==> src/rtl/exec_trace_monitor_if.sv <==
// Trace FIFO read port of the execution monitor: FWFT head record plus consumer ready.
interface exec_trace_monitor_if #(
    parameter int XLEN = 32
);
    logic            trace_valid;
    logic            trace_ready;
    logic [XLEN-1:0] trace_pc;
    logic            trace_kind;
    logic [XLEN-1:0] trace_addr;
    logic [XLEN-1:0] trace_data;

    modport master (
        output trace_valid, trace_pc, trace_kind, trace_addr, trace_data,
        input  trace_ready
    );

    modport slave (
        input  trace_valid, trace_pc, trace_kind, trace_addr, trace_data,
        output trace_ready
    );
endinterface

==> src/rtl/exec_trace_monitor.sv <==
// Execution monitor beside the single-cycle core: run/halt/timeout FSM, cycle and
// drop counters, and a first-word-fall-through trace FIFO of commit records.
//
// state   | meaning
// IDLE    | after reset, waiting for start
// RUN     | counting cycles and capturing commit records
// HALTED  | halt marker seen HALT_REPEAT consecutive cycles
// TIMEOUT | cycle_count reached TIMEOUT_CYCLES without halt
module exec_trace_monitor #(
    parameter int          XLEN           = 32,
    parameter int          TRACE_DEPTH    = 16,
    parameter logic [31:0] HALT_INSTR     = 32'h00000013,
    parameter int          HALT_REPEAT    = 3,
    parameter int          TIMEOUT_CYCLES = 1000,
    parameter int          CNT_W          = 32
) (
    input  logic                 clk,
    input  logic                 reset,
    input  logic                 start,
    input  logic [XLEN-1:0]      pc,
    input  logic [31:0]          instr,
    input  logic                 rd_we,
    input  logic [4:0]           rd_addr,
    input  logic [XLEN-1:0]      rd_data,
    input  logic                 dm_we,
    input  logic [XLEN-1:0]      dm_addr,
    input  logic [XLEN-1:0]      dm_wdata,
    exec_trace_monitor_if.master trace,
    output logic [1:0]           state,
    output logic [CNT_W-1:0]     cycle_count,
    output logic [CNT_W-1:0]     drop_count,
    output logic                 overflow
);
    localparam int AW = $clog2(TRACE_DEPTH);
    localparam int HW = $clog2(HALT_REPEAT + 1);
    localparam int RW = 3 * XLEN + 1;

    localparam logic [1:0] S_IDLE    = 2'd0;
    localparam logic [1:0] S_RUN     = 2'd1;
    localparam logic [1:0] S_HALTED  = 2'd2;
    localparam logic [1:0] S_TIMEOUT = 2'd3;

    logic [RW-1:0]    mem [TRACE_DEPTH];
    logic [AW:0]      wr_ptr, rd_ptr;
    logic [HW-1:0]    halt_cnt, halt_next;
    logic [CNT_W-1:0] cycle_next, drop_next;
    logic [CNT_W:0]   drop_sum;
    logic [1:0]       drop_inc;
    logic [RW-1:0]    rec, head;
    logic             running, empty, full, pop, has_reg, has_rec, push, fifo_drop, collide;

    // start overrides capture: a restart cycle only clears and flushes
    assign running   = (state == S_RUN) && !start;
    assign empty     = (wr_ptr == rd_ptr);
    assign full      = (wr_ptr[AW] != rd_ptr[AW]) && (wr_ptr[AW-1:0] == rd_ptr[AW-1:0]);
    assign pop       = !empty && trace.trace_ready;
    assign has_reg   = rd_we && (rd_addr != 5'd0);
    assign has_rec   = running && (has_reg || dm_we);
    assign push      = has_rec && (!full || pop);
    assign fifo_drop = has_rec && !push;
    assign collide   = running && has_reg && dm_we;

    assign drop_inc   = {1'b0, fifo_drop} + {1'b0, collide};
    assign drop_sum   = {1'b0, drop_count} + (CNT_W + 1)'(drop_inc);
    assign drop_next  = drop_sum[CNT_W] ? '1 : drop_sum[CNT_W-1:0];
    assign cycle_next = (&cycle_count) ? cycle_count : cycle_count + CNT_W'(1);
    assign halt_next  = (instr == HALT_INSTR) ? halt_cnt + HW'(1) : '0;

    assign rec = has_reg ? {pc, 1'b0, XLEN'(rd_addr), rd_data}
                         : {pc, 1'b1, dm_addr, dm_wdata};

    assign head              = empty ? '0 : mem[rd_ptr[AW-1:0]];
    assign trace.trace_valid = !empty;
    assign {trace.trace_pc, trace.trace_kind, trace.trace_addr, trace.trace_data} = head;

    always_ff @(posedge clk or negedge reset) begin
        if (!reset) begin
            state       <= S_IDLE;
            cycle_count <= '0;
            drop_count  <= '0;
            overflow    <= 1'b0;
            halt_cnt    <= '0;
            wr_ptr      <= '0;
            rd_ptr      <= '0;
        end else if (start) begin
            state       <= S_RUN;
            cycle_count <= '0;
            drop_count  <= '0;
            overflow    <= 1'b0;
            halt_cnt    <= '0;
            wr_ptr      <= '0;
            rd_ptr      <= '0;
        end else begin
            if (pop)
                rd_ptr <= rd_ptr + (AW + 1)'(1);
            if (state == S_RUN) begin
                cycle_count <= cycle_next;
                halt_cnt    <= halt_next;
                drop_count  <= drop_next;
                if (fifo_drop || collide)
                    overflow <= 1'b1;
                if (push)
                    wr_ptr <= wr_ptr + (AW + 1)'(1);
                // halt takes priority when both fire on the same cycle
                if (halt_next == HW'(HALT_REPEAT))
                    state <= S_HALTED;
                else if (cycle_next == CNT_W'(TIMEOUT_CYCLES))
                    state <= S_TIMEOUT;
            end
        end
    end

    always_ff @(posedge clk) begin
        if (push)
            mem[wr_ptr[AW-1:0]] <= rec;
    end
endmodule
==> src/flat_wrapper.sv <==
// flat-port wrapper written by rule: the top's interface ports become plain ports
module exec_trace_monitor_flat 
#(
    parameter int          XLEN           = 32,
    parameter int          TRACE_DEPTH    = 16,
    parameter logic [31:0] HALT_INSTR     = 32'h00000013,
    parameter int          HALT_REPEAT    = 3,
    parameter int          TIMEOUT_CYCLES = 1000,
    parameter int          CNT_W          = 32
)
  (clk, reset, start, pc, instr, rd_we, rd_addr, rd_data, dm_we, dm_addr, dm_wdata, state, cycle_count, drop_count, overflow, trace_trace_valid, trace_trace_pc, trace_trace_kind, trace_trace_addr, trace_trace_data, trace_trace_ready);
  exec_trace_monitor_if #(.XLEN(XLEN)) trace_i ();
  input  logic clk;
  input  logic reset;
  input  logic start;
  input  logic [XLEN-1:0] pc;
  input  logic [31:0] instr;
  input  logic rd_we;
  input  logic [4:0] rd_addr;
  input  logic [XLEN-1:0] rd_data;
  input  logic dm_we;
  input  logic [XLEN-1:0] dm_addr;
  input  logic [XLEN-1:0] dm_wdata;
  output logic [1:0] state;
  output logic [CNT_W-1:0] cycle_count;
  output logic [CNT_W-1:0] drop_count;
  output logic overflow;
  output wire logic [$bits(trace_i.trace_valid)-1:0] trace_trace_valid;
  output wire logic [$bits(trace_i.trace_pc)-1:0] trace_trace_pc;
  output wire logic [$bits(trace_i.trace_kind)-1:0] trace_trace_kind;
  output wire logic [$bits(trace_i.trace_addr)-1:0] trace_trace_addr;
  output wire logic [$bits(trace_i.trace_data)-1:0] trace_trace_data;
  input wire logic [$bits(trace_i.trace_ready)-1:0] trace_trace_ready;
  assign trace_trace_valid = trace_i.trace_valid;
  assign trace_trace_pc = trace_i.trace_pc;
  assign trace_trace_kind = trace_i.trace_kind;
  assign trace_trace_addr = trace_i.trace_addr;
  assign trace_trace_data = trace_i.trace_data;
  assign trace_i.trace_ready = trace_trace_ready;
  exec_trace_monitor #(.XLEN(XLEN), .TRACE_DEPTH(TRACE_DEPTH), .HALT_INSTR(HALT_INSTR), .HALT_REPEAT(HALT_REPEAT), .TIMEOUT_CYCLES(TIMEOUT_CYCLES), .CNT_W(CNT_W)) u_core (.clk(clk), .reset(reset), .start(start), .pc(pc), .instr(instr), .rd_we(rd_we), .rd_addr(rd_addr), .rd_data(rd_data), .dm_we(dm_we), .dm_addr(dm_addr), .dm_wdata(dm_wdata), .trace(trace_i), .state(state), .cycle_count(cycle_count), .drop_count(drop_count), .overflow(overflow));
endmodule
==> config.mk <==
export PLATFORM = sky130hd
export DESIGN_NAME = exec_trace_monitor_flat
export DESIGN_NICKNAME = d
export VERILOG_FILES = /design/src/rtl/exec_trace_monitor_if.sv /design/src/rtl/exec_trace_monitor.sv /design/src/flat_wrapper.sv
export SDC_FILE = /design/constraint.sdc
export NUM_CORES = 1
export LEC_CHECK = 0
export BUFFER_PORTS_ARGS = -buffer_cell sky130_fd_sc_hd__clkbuf_2
export CAP_MARGIN = 10
export CORE_MARGIN = 5
export CORE_UTILIZATION = 54
export CTS_BUF_LIST = sky130_fd_sc_hd__clkbuf_8
export DETAILED_ROUTE_END_ITERATION = 8
export PLACE_DENSITY = 0.81
export SLEW_MARGIN = 20
export SYNTH_ARGS = -nofsm -noshare
export SYNTH_HDL_FRONTEND = slang
export SYNTH_SLANG_ARGS = --single-unit
==> constraint.sdc <==
create_clock -name clk -period 9.3 [get_ports clk]
set_clock_uncertainty 0.1 [all_clocks]
set_input_delay 1.395 -clock clk [delete_from_list [all_inputs] [get_ports clk]]
set_output_delay 1.395 -clock clk [all_outputs]
set_load 0.05 [all_outputs]
Yosys cells after proc, flatten, opt, wreduce, memory -nomap -nowiden
Memories as Yosys holds them, arrays and structs flattened.
Cells that the tools add are included.
- add/sub/neg operators: 6
- equal/unequal tests: 7
- multiplexer cells: 25
- reduce and logical (&&, ||, !) cells: 26
- operators by type and width (operator ; number):
    32-bit two-way mux ; 6
    97-bit two-way mux ; 1
    65-bit two-way mux ; 1
    32-bit by 2-bit adder with 33-bit output ; 1
    32-bit by 1-bit adder with 32-bit output (second input constant) ; 1
    32-bit by 10-bit == test with 1-bit output (second input constant) ; 1
    32-bit by 5-bit == test with 1-bit output (second input constant) ; 1
    32-bit AND reduction ; 1
    5-bit two-way mux ; 5
    2-bit two-way mux ; 7
    5-bit by 1-bit adder with 5-bit output (second input constant) ; 2
    1-bit logical AND ; 9
    2-bit nonzero test ; 4
    2-bit AND reduction ; 3
    5-bit == test ; 1
    1-bit two-way mux ; 5
    5-bit nonzero test ; 1
    4-bit == test ; 1
    1-bit logical NOT ; 4
    1-bit logical OR ; 3
    3-bit nonzero test ; 1
    1-bit by 1-bit adder with 2-bit output ; 1
    2-bit by 1-bit adder with 2-bit output (second input constant) ; 1
    2-bit by 1-bit == test with 1-bit output (second input constant) ; 1
    2 further kinds ; 2
- flip-flop bits (word level): 79
- RAM bits: 1552
- word-level logic and storage cells: 72
- memories kept: 1
- memories (memory ; words ; width ; rd ports ; clocked after Yosys merged registers in ; wr ports ; line ; RTL):
    u_core.mem ; 16 ; 97 ; 1 ; 0 ; 1 ; exec_trace_monitor.sv:43 ; logic [RW-1:0] mem [TRACE_DEPTH];

Longest topological paths before layout
Gate-level depths: netlist of run 1.
- depth after elaboration: 12
- gate-level depth with buffers: 15
- depth with buffers taken out: 14

Worst setup path before layout of run 1
Ideal clock, no wire load.
- path kind: input to register
- start: input rd_addr[3]
- end: memory u_core.mem[3][0] in the netlist's numbering (enable)
- library setup time: 0.671 ns
- data arrival time: 8.994 ns
- required time: 8.529 ns
- path slack: -0.466 ns
- stages: 8
- path buffers: 2
- cell sequence: or4_1 -> o21a_1 -> clkbuf_1 -> o21ai_0 -> nor2b_1 -> clkbuf_1 -> nand2_1 -> nor3_1
- longest elaborated chain between the ends: 7
- RTL lines (what ; line ; RTL):
    from (decl) ; flat_wrapper.sv:19 ; input logic [4:0] rd_addr;
    5-bit nonzero test ; exec_trace_monitor.sv:57 ; assign has_reg = rd_we && (rd_addr != 5'd0);
    1-bit logical AND ; exec_trace_monitor.sv:57 ;
    1-bit logical OR ; exec_trace_monitor.sv:58 ; assign has_rec = running && (has_reg || dm_we);
    1-bit logical AND ; exec_trace_monitor.sv:58 ;
    1-bit logical AND ; exec_trace_monitor.sv:59 ; assign push = has_rec && (!full || pop);
    1-bit two-way mux ; exec_trace_monitor.sv:114 ; if (push)
    1-bit two-way mux (not written as such) ; exec_trace_monitor.sv:115 ; mem[wr_ptr[AW-1:0]] <= rec;
    to (decl) ; exec_trace_monitor.sv:43 ;
No other way between the ends.

Final worst setup path of run 1
- start: register u_core.rd_ptr[0]
- end: output trace_trace_data[0]
- longest elaborated chain between the ends: 2
- elaborated cells on any way between the ends: 3
- RTL lines (what ; line ; RTL):
    from (decl) ; exec_trace_monitor.sv:44 ; logic [AW:0] wr_ptr, rd_ptr;
    from (signal assigned) ; exec_trace_monitor.sv:95 ; rd_ptr <= rd_ptr + (AW + 1)'(1);
    memory read 16 x 97 bit or 5-bit == test (tied branches) ; n/a ;
    97-bit two-way mux (*) ; exec_trace_monitor.sv:72 ; assign head = empty ? '0 : mem[rd_ptr[AW-1:0]];
    to (decl) ; flat_wrapper.sv:32 ; output wire logic [$bits(trace_i.trace_data)-1:0] trace_trace_data;
Every way passes the cells marked *; elsewhere a longest branch is shown, timed or not.

==> results of run 1 <==
power by group through the flow:
stage | combinational, µW | clock, µW | sequential [µW]
after detailed placement | 2480 | 0 | 8370
after global routing | 2610 | 5930 | 8220
after global placement | 2450 | 0 | 8360
after floorplan | 1850 | 0 | 8330
final | 2460 | 5440 | 8210
after CTS | 2490 | 5540 | 8220
how the worst max path moves through the flow:
| stage | startpoint | endpoint | slack [ns] | cells past startpoint |
|---|---|---|---|---|
| global route | u_core.rd_ptr[0] | trace_trace_data[0] | 2.31 | 6 |
| CTS | u_core.rd_ptr[0] | trace_trace_data[0] | 2.54 | 6 |
| detailed placement | u_core.rd_ptr[0] | trace_trace_data[0] | 3.58 | 6 |
| floorplan | rd_addr[3] | u_core.mem[15][0] | 2.08 | 8 |
| global placement | u_core.rd_ptr[0] | trace_trace_addr[25] | 3.64 | 6 |
| finish | u_core.rd_ptr[0] | trace_trace_data[0] | 2.77 | 6 |
Yosys cell counts, types with 2 or more instances:
cell | count | area, µm²
edfxtp_1 | 1552 | 46600
mux4_2 | 485 | 10900
nand2_1 | 162 | 608
clkbuf_1 | 144 | 541
nor2b_1 | 101 | 632
nor2_1 | 91 | 342
dfrtp_1 | 79 | 1980
o21ai_0 | 42 | 210
nand3_1 | 36 | 180
a21oi_1 | 35 | 175
xor2_1 | 34 | 298
nand4_1 | 31 | 194
and2_1 | 29 | 181
nor3_1 | 24 | 120
xnor2_1 | 19 | 166
buf_2 | 17 | 85.1
inv_1 | 16 | 60.1
mux2i_1 | 12 | 120
a31oi_1 | 11 | 68.8
and3_1 | 10 | 62.6
buf_1 | 10 | 37.5
nor4_1 | 10 | 62.6
a211oi_1 | 7 | 52.6
ha_1 | 7 | 87.6
a311oi_1 | 6 | 52.6
or3_1 | 6 | 37.5
or4_1 | 5 | 37.5
nand2b_1 | 4 | 25.0
and4_1 | 3 | 26.3
nor3b_1 | 3 | 22.5
nor4b_1 | 3 | 26.3
a211o_1 | 2 | 17.5
a22o_1 | 2 | 17.5
a22oi_1 | 2 | 15.0
o211a_1 | 2 | 20.0
or2_2 | 2 | 12.5
cell families after synthesis:
group | count (synthesis) | synth area share [%]
flops | 1631 | 75.6
simple gates | 527 | 4.13
mux | 498 | 17.2
buf+inv | 187 | 1.13
compound gates | 116 | 1.08
xor+xnor | 53 | 0.722
fa+ha+maj | 8 | 0.167
final cells by class:
cell class | instances | share of cell area [%]
Antenna cell | 8 | 0.0276
Clock buffer | 239 | 4.53
Clock inverter | 208 | 1.75
Inverter | 16 | 0.0845
Multi-Input combinational cell | 1202 | 20.8
Sequential cell | 1631 | 67.0
Tap cell | 1536 | 2.65
Timing Repair Buffer | 392 | 3.13
worst register-to-register path, cell delays in order (launching register included):
cell and delay (ns):
dfrtp_4 1.03, xnor2_1 0.21, nand4_1 0.27, or3_1 0.48, nor2_1 0.30, fa_1 0.27, ha_1 0.19, and3_1 0.20
nand3_1 0.21, nor4_1 0.65, nand2_1 0.80, nand2_1 0.41, nor2_1 0.10, a211oi_1 0.23
state kept, by name, indices dropped and copies added, names as in the netlist:
name	flops
u_core.rd_ptr	5
u_core.state	2
u_core.mem	1552
u_core.wr_ptr	5
u_core.overflow	1
u_core.cycle_count	32
u_core.halt_cnt	2
u_core.drop_count	32
stage by stage:
stage,utilization (%),cells
floorplan,-,3020
global placement,57.5,4774
detailed placement,57.5,4776
CTS,61.4,5223
global route,61.4,5225
finish,61.4,5232
metal layers:
metal	global-route usage (%)	wire (µm)	up-vias	part of all wire (%)
met5	0	13	-	0.0088
li1	-	-	13483	-
met2	38.5	74400	1868	51
met3	5.84	15000	203	10
met1	32.2	55200	17022	38
met4	5.62	2540	2	1.7
==> reports/qor.txt, run 1 <==
Via density: 6.23
fraction of registers with async set/reset: 4.84%
sequential-to-total area share from yosys stat: 75.6%
fill cell count: 7648
GRT overflow: 0
sw frac: 26.7%
TritonCTS clock tree: done
PostCTS Resize Cnt: 0
synth warn: 0
syn_nets: 3199
top cell family by delay on the critical path: buffers and inverters
R2R depth: 13
clock sink count: 1631
Layout area overhead: 12.9%
multi-input logic area: 0.0151 mm²
clk_lat worst skew: 0.94 ns
CTS max path bufs: 3
slowest stage cell, crit path: dfrtp_4
post-synthesis area per instance: 21.3 µm²
Die ar.: 0.126 mm²
Ports: 336
ratio of cells with drive above 1 in the final layout: 33.3%
H-tree depth: 4
LEAKAGE: 0.0236 µW
CP max stage delay: 0.97 ns
Horiz. Die Dim: 355 µm
Power, Total: 16100 µW
critical path peak fanout: 45
Hold Crit Class: input pin to async pin
starting density of the core: 54.4%
cell-internal power: 11800 µW
Nets: 3661
vias in the first global route: 33217
placed cell area: 0.0679 mm²
port buffer count: 335
initial DRC count: 3828
Setup TNS Final: 0 ns
Post-Place Setup Slack: 3.58 ns
Max Freq: 153 MHz
Placer Congestion: 0.862
minimum clock period: 6.53 ns
largest net degree at the start of global routing: 150
Startpoint Class: register
MaxCap Viol Count: 0
setup violators final: 0
total track usage: 23.4%
RR Endpoint: u_core.drop_count[15]
flop2flop setup slack: 3.78 ns
Post-synth EDFFs: 1552
Data arrival, critical path: 5.03 ns
final hold violation count: 0
Final ANT Viol Nets: 0
Peak VDD IR: 195 µV
critical path type: register to output port
hold_ws: 0.234 ns
power per cell area: 222 mW/mm²
Root Buffer: clkbuf_8
Worst Setup End Kind: output port
Yosys cell types: 52
FP Rows: 126
RSZ-0062 raised after global routing: false
global-route wire length before repair: 217 mm
DR WL/cell: 28.1 µm
Clock Power Share: 33.8%
CP Cell Sequence: buf_4 -> buf_4 -> mux4_2 -> mux4_2 -> nor2b_1 -> clkbuf_2
Synth Instances: 3020
Post-CTS Setup Bufs: 0
part of the power in registers: 51.0%
Die H: 355 µm
r2r startpoint: u_core.rd_ptr[1]
max_slew headroom: 27.6%
status: completed
total CTS buffers: 239
Routed Wire Length: 147 mm
WP data required: 7.81 ns
Psw: 4310 µW
period utilization: 70.2%
DRT Pass-1 Iters: 5
combinational share of power: 15.3%
fin area: 0.0725 mm²
fin. max-slew vios: 0
most common cell after layout, fill and taps aside: edfxtp_1
Primary FF master, synth: edfxtp_1
final setup margin: 2.77 ns
DRC: 0
# hold bufs at CTS: 0
number of synthesized register bits: 1631
total number of vias: 32578
initial antenna violation count: 10
commonest non-fill, non-tap cells in the layout: edfxtp_1 (1552), mux4_2 (485), clkbuf_2 (334)
clock slew at reported path FFs: 0.07 ns
crit path buf inv count: 3
Storage cell area: 0.0486 mm²
worst-margin pin slew: 1.08 ns
Post-Syn Area: 0.0643 mm²
Core Footprint: 0.118 mm²
Post-DP HPWL: 78.7 mm
No activity file was read; power rests on OpenSTA's default activity.
==> inputs of run 2 (changes only) <==
Clock period 9.3 ns to 5.8 ns, I/O delays scaled along.
==> reports/qor.txt, run 2 (synthesis results as in run 1) <==
fin area: 0.0730 mm² (+0.69%)
placed cell count: 4780 (+0.084%)
DRC: 0 (unchanged)
multi-input logic area: 0.0151 mm² (+0.13%)
placed cell area: 0.0681 mm² (+0.18%)
Nets: 3705 (+1.2%)
commonest non-fill, non-tap cells in the layout: edfxtp_1 (1552), mux4_2 (485), clkbuf_2 (334)
clock sink count: 1631 (unchanged)
Layout area overhead: 13.6%
hold path depth: 1
Hold Path End: u_core.mem[13][89]
initial antenna violation count: 10 (unchanged)
Hold Crit Class: input pin to register
MaxCap Viol Count: 0 (unchanged)
R2R depth: 14 (+1)
Storage cell area: 0.0486 mm² (unchanged)
DRT Pass-1 Iters: 5 (unchanged)
global-route wire length before repair: 215 mm (-0.51%)
Horiz. Die Dim: 355 µm (unchanged)
FP Rows: 126 (unchanged)
initial DRC count: 3939 (+2.9%)
max_slew headroom: 23.6% (-4.0 points)
ratio of cells with drive above 1 in the final layout: 33.5% (+0.22 points)
RSZ-0062 raised after global routing: false
flop2flop setup slack: 1.15 ns (-2.63 ns)
critical path peak fanout: 76 (+69%)
Worst Min Path Start: pc[24]
Placer Congestion: 0.856 (-0.72%)
fin. max-slew vios: 0 (unchanged)
final hold violation count: 0 (unchanged)
Via density: 6.16 (-1.1%)
most common cell after layout, fill and taps aside: edfxtp_1
CTS max path bufs: 4 (+1)
Worst Setup End Kind: output port
Peak VDD IR: 229 µV (+17%)
period utilization: 91.3%
worst-margin pin slew: 1.15 ns (+0.0625 ns)
hold_ws: 0.212 ns (-0.0219 ns)
Post-CTS Setup Bufs: 0 (unchanged)
non-filler instance count after layout: 5247 (+0.29%)
total track usage: 23.3% (-0.12 points)
GRT overflow: 0 (unchanged)
LEAKAGE: 0.0238 µW (+0.90%)
Die ar.: 0.126 mm² (unchanged)
TritonCTS clock tree: done
status: completed
largest net degree at the start of global routing: 152 (+1.3%)
Max Freq: 189 MHz
Routed Wire Length: 146 mm (-0.85%)
setup violators final: 0 (unchanged)
fill cell count: 7819 (+2.2%)
minimum clock period: 5.30 ns
Final ANT Viol Nets: 0 (unchanged)
Die H: 355 µm (unchanged)
Data arrival, critical path: 4.33 ns (-0.70 ns)
Root Buffer: clkbuf_8
starting density of the core: 54.4% (unchanged)
Final Util: 61.9% (+0.42 points)
WP data required: 4.83 ns (-2.98 ns)
DR WL/cell: 27.8 µm (-1.1%)
Ports: 336 (unchanged)
clk_lat worst skew: 0.92 ns (-0.02 ns)
Largest register FFs: 1552 (unchanged)
Setup TNS Final: 0 ns (unchanged)
total CTS buffers: 276 (+15%)
clock slew at reported path FFs: 0.06 ns (about the same)
RR Endpoint: u_core.drop_count[11]
critical path type: register to output port
Startpoint Class: register
r2r startpoint: u_core.rd_ptr[3]
H-tree depth: 5 (+1)
total number of vias: 32307 (-0.83%)
port buffer count: 335 (unchanged)
Post-DP HPWL: 74.1 mm (-5.9%)
vias in the first global route: 33471 (+0.76%)
Core Footprint: 0.118 mm² (unchanged)
power per cell area: 360 mW/mm² (+62%)
[run 2: area by class of cell]
class	count	area share (%)
Sequential cell	1631	66.5
Inverter	16	0.0839
Clock inverter	166	1.25
Multi-Input combinational cell	1202	20.7
Antenna cell	11	0.0377
Clock buffer	286	5.39
Tap cell	1536	2.63
Timing Repair Buffer	399	3.36
[run 2: report_power, final]
group / total [µW] / switching (µW) / internal, µW / leakage [µW]
clock: 9180 / 4250 / 4930 / 0.00273
sequential: 13100 / 36.5 / 13100 / 0.0152
combinational: 3990 / 2420 / 1570 / 0.00588
total: 26300 / 6710 / 19600 / 0.0238
[run 2: worst max-delay path: stages, from the launching register on]
cell and delay, ns:
dfrtp_4 0.41, buf_4 0.59, buf_4 0.94, mux4_2 0.44, mux4_2 0.50, nor2b_1 0.17
clkbuf_2 0.28
[run 2: how the worst max path moves through the flow]
| stage | startpoint | slack (ns) | endpoint |
|---|---|---|---|
| after floorplan | rd_addr[3] | -0.85 | u_core.mem[7][0] |
| after global placement | u_core.rd_ptr[3] | 1.27 | u_core.drop_count[15] |
| after detailed placement | u_core.rd_ptr[3] | 1.10 | u_core.drop_count[11] |
| after CTS | u_core.rd_ptr[1] | 0.33 | trace_trace_addr[3] |
| after global routing | u_core.rd_ptr[0] | 0.18 | trace_trace_data[25] |
| final | u_core.rd_ptr[1] | 0.50 | trace_trace_addr[3] |
[run 2: metrics by stage]
step | setup slack, ns | total power [µW]
finish | 0.504 | 26300
CTS | 0.327 | 26500
floorplan | -0.852 | 16300
detailed placement | 1.10 | 17400
global placement | 1.27 | 17300
global route | 0.181 | 27400
[run 2: metal layers]
| layer | vias up | wire [µm] | GRT usage, % |
|---|---|---|---|
| met5 | - | 26 | 0 |
| met4 | 4 | 3110 | 6.30 |
| met3 | 216 | 13900 | 5.58 |
| met2 | 1736 | 72700 | 37.8 |
| met1 | 16811 | 56100 | 32.3 |
| li1 | 13540 | - | - |
[run 2: repair_timing]
item                                    in CTS  in global routing
hold buffers                                 1                  0
endpoints found under the setup margin       0                  0
gates resized for setup                      0                  0
hold endpoints to repair                    32                  0
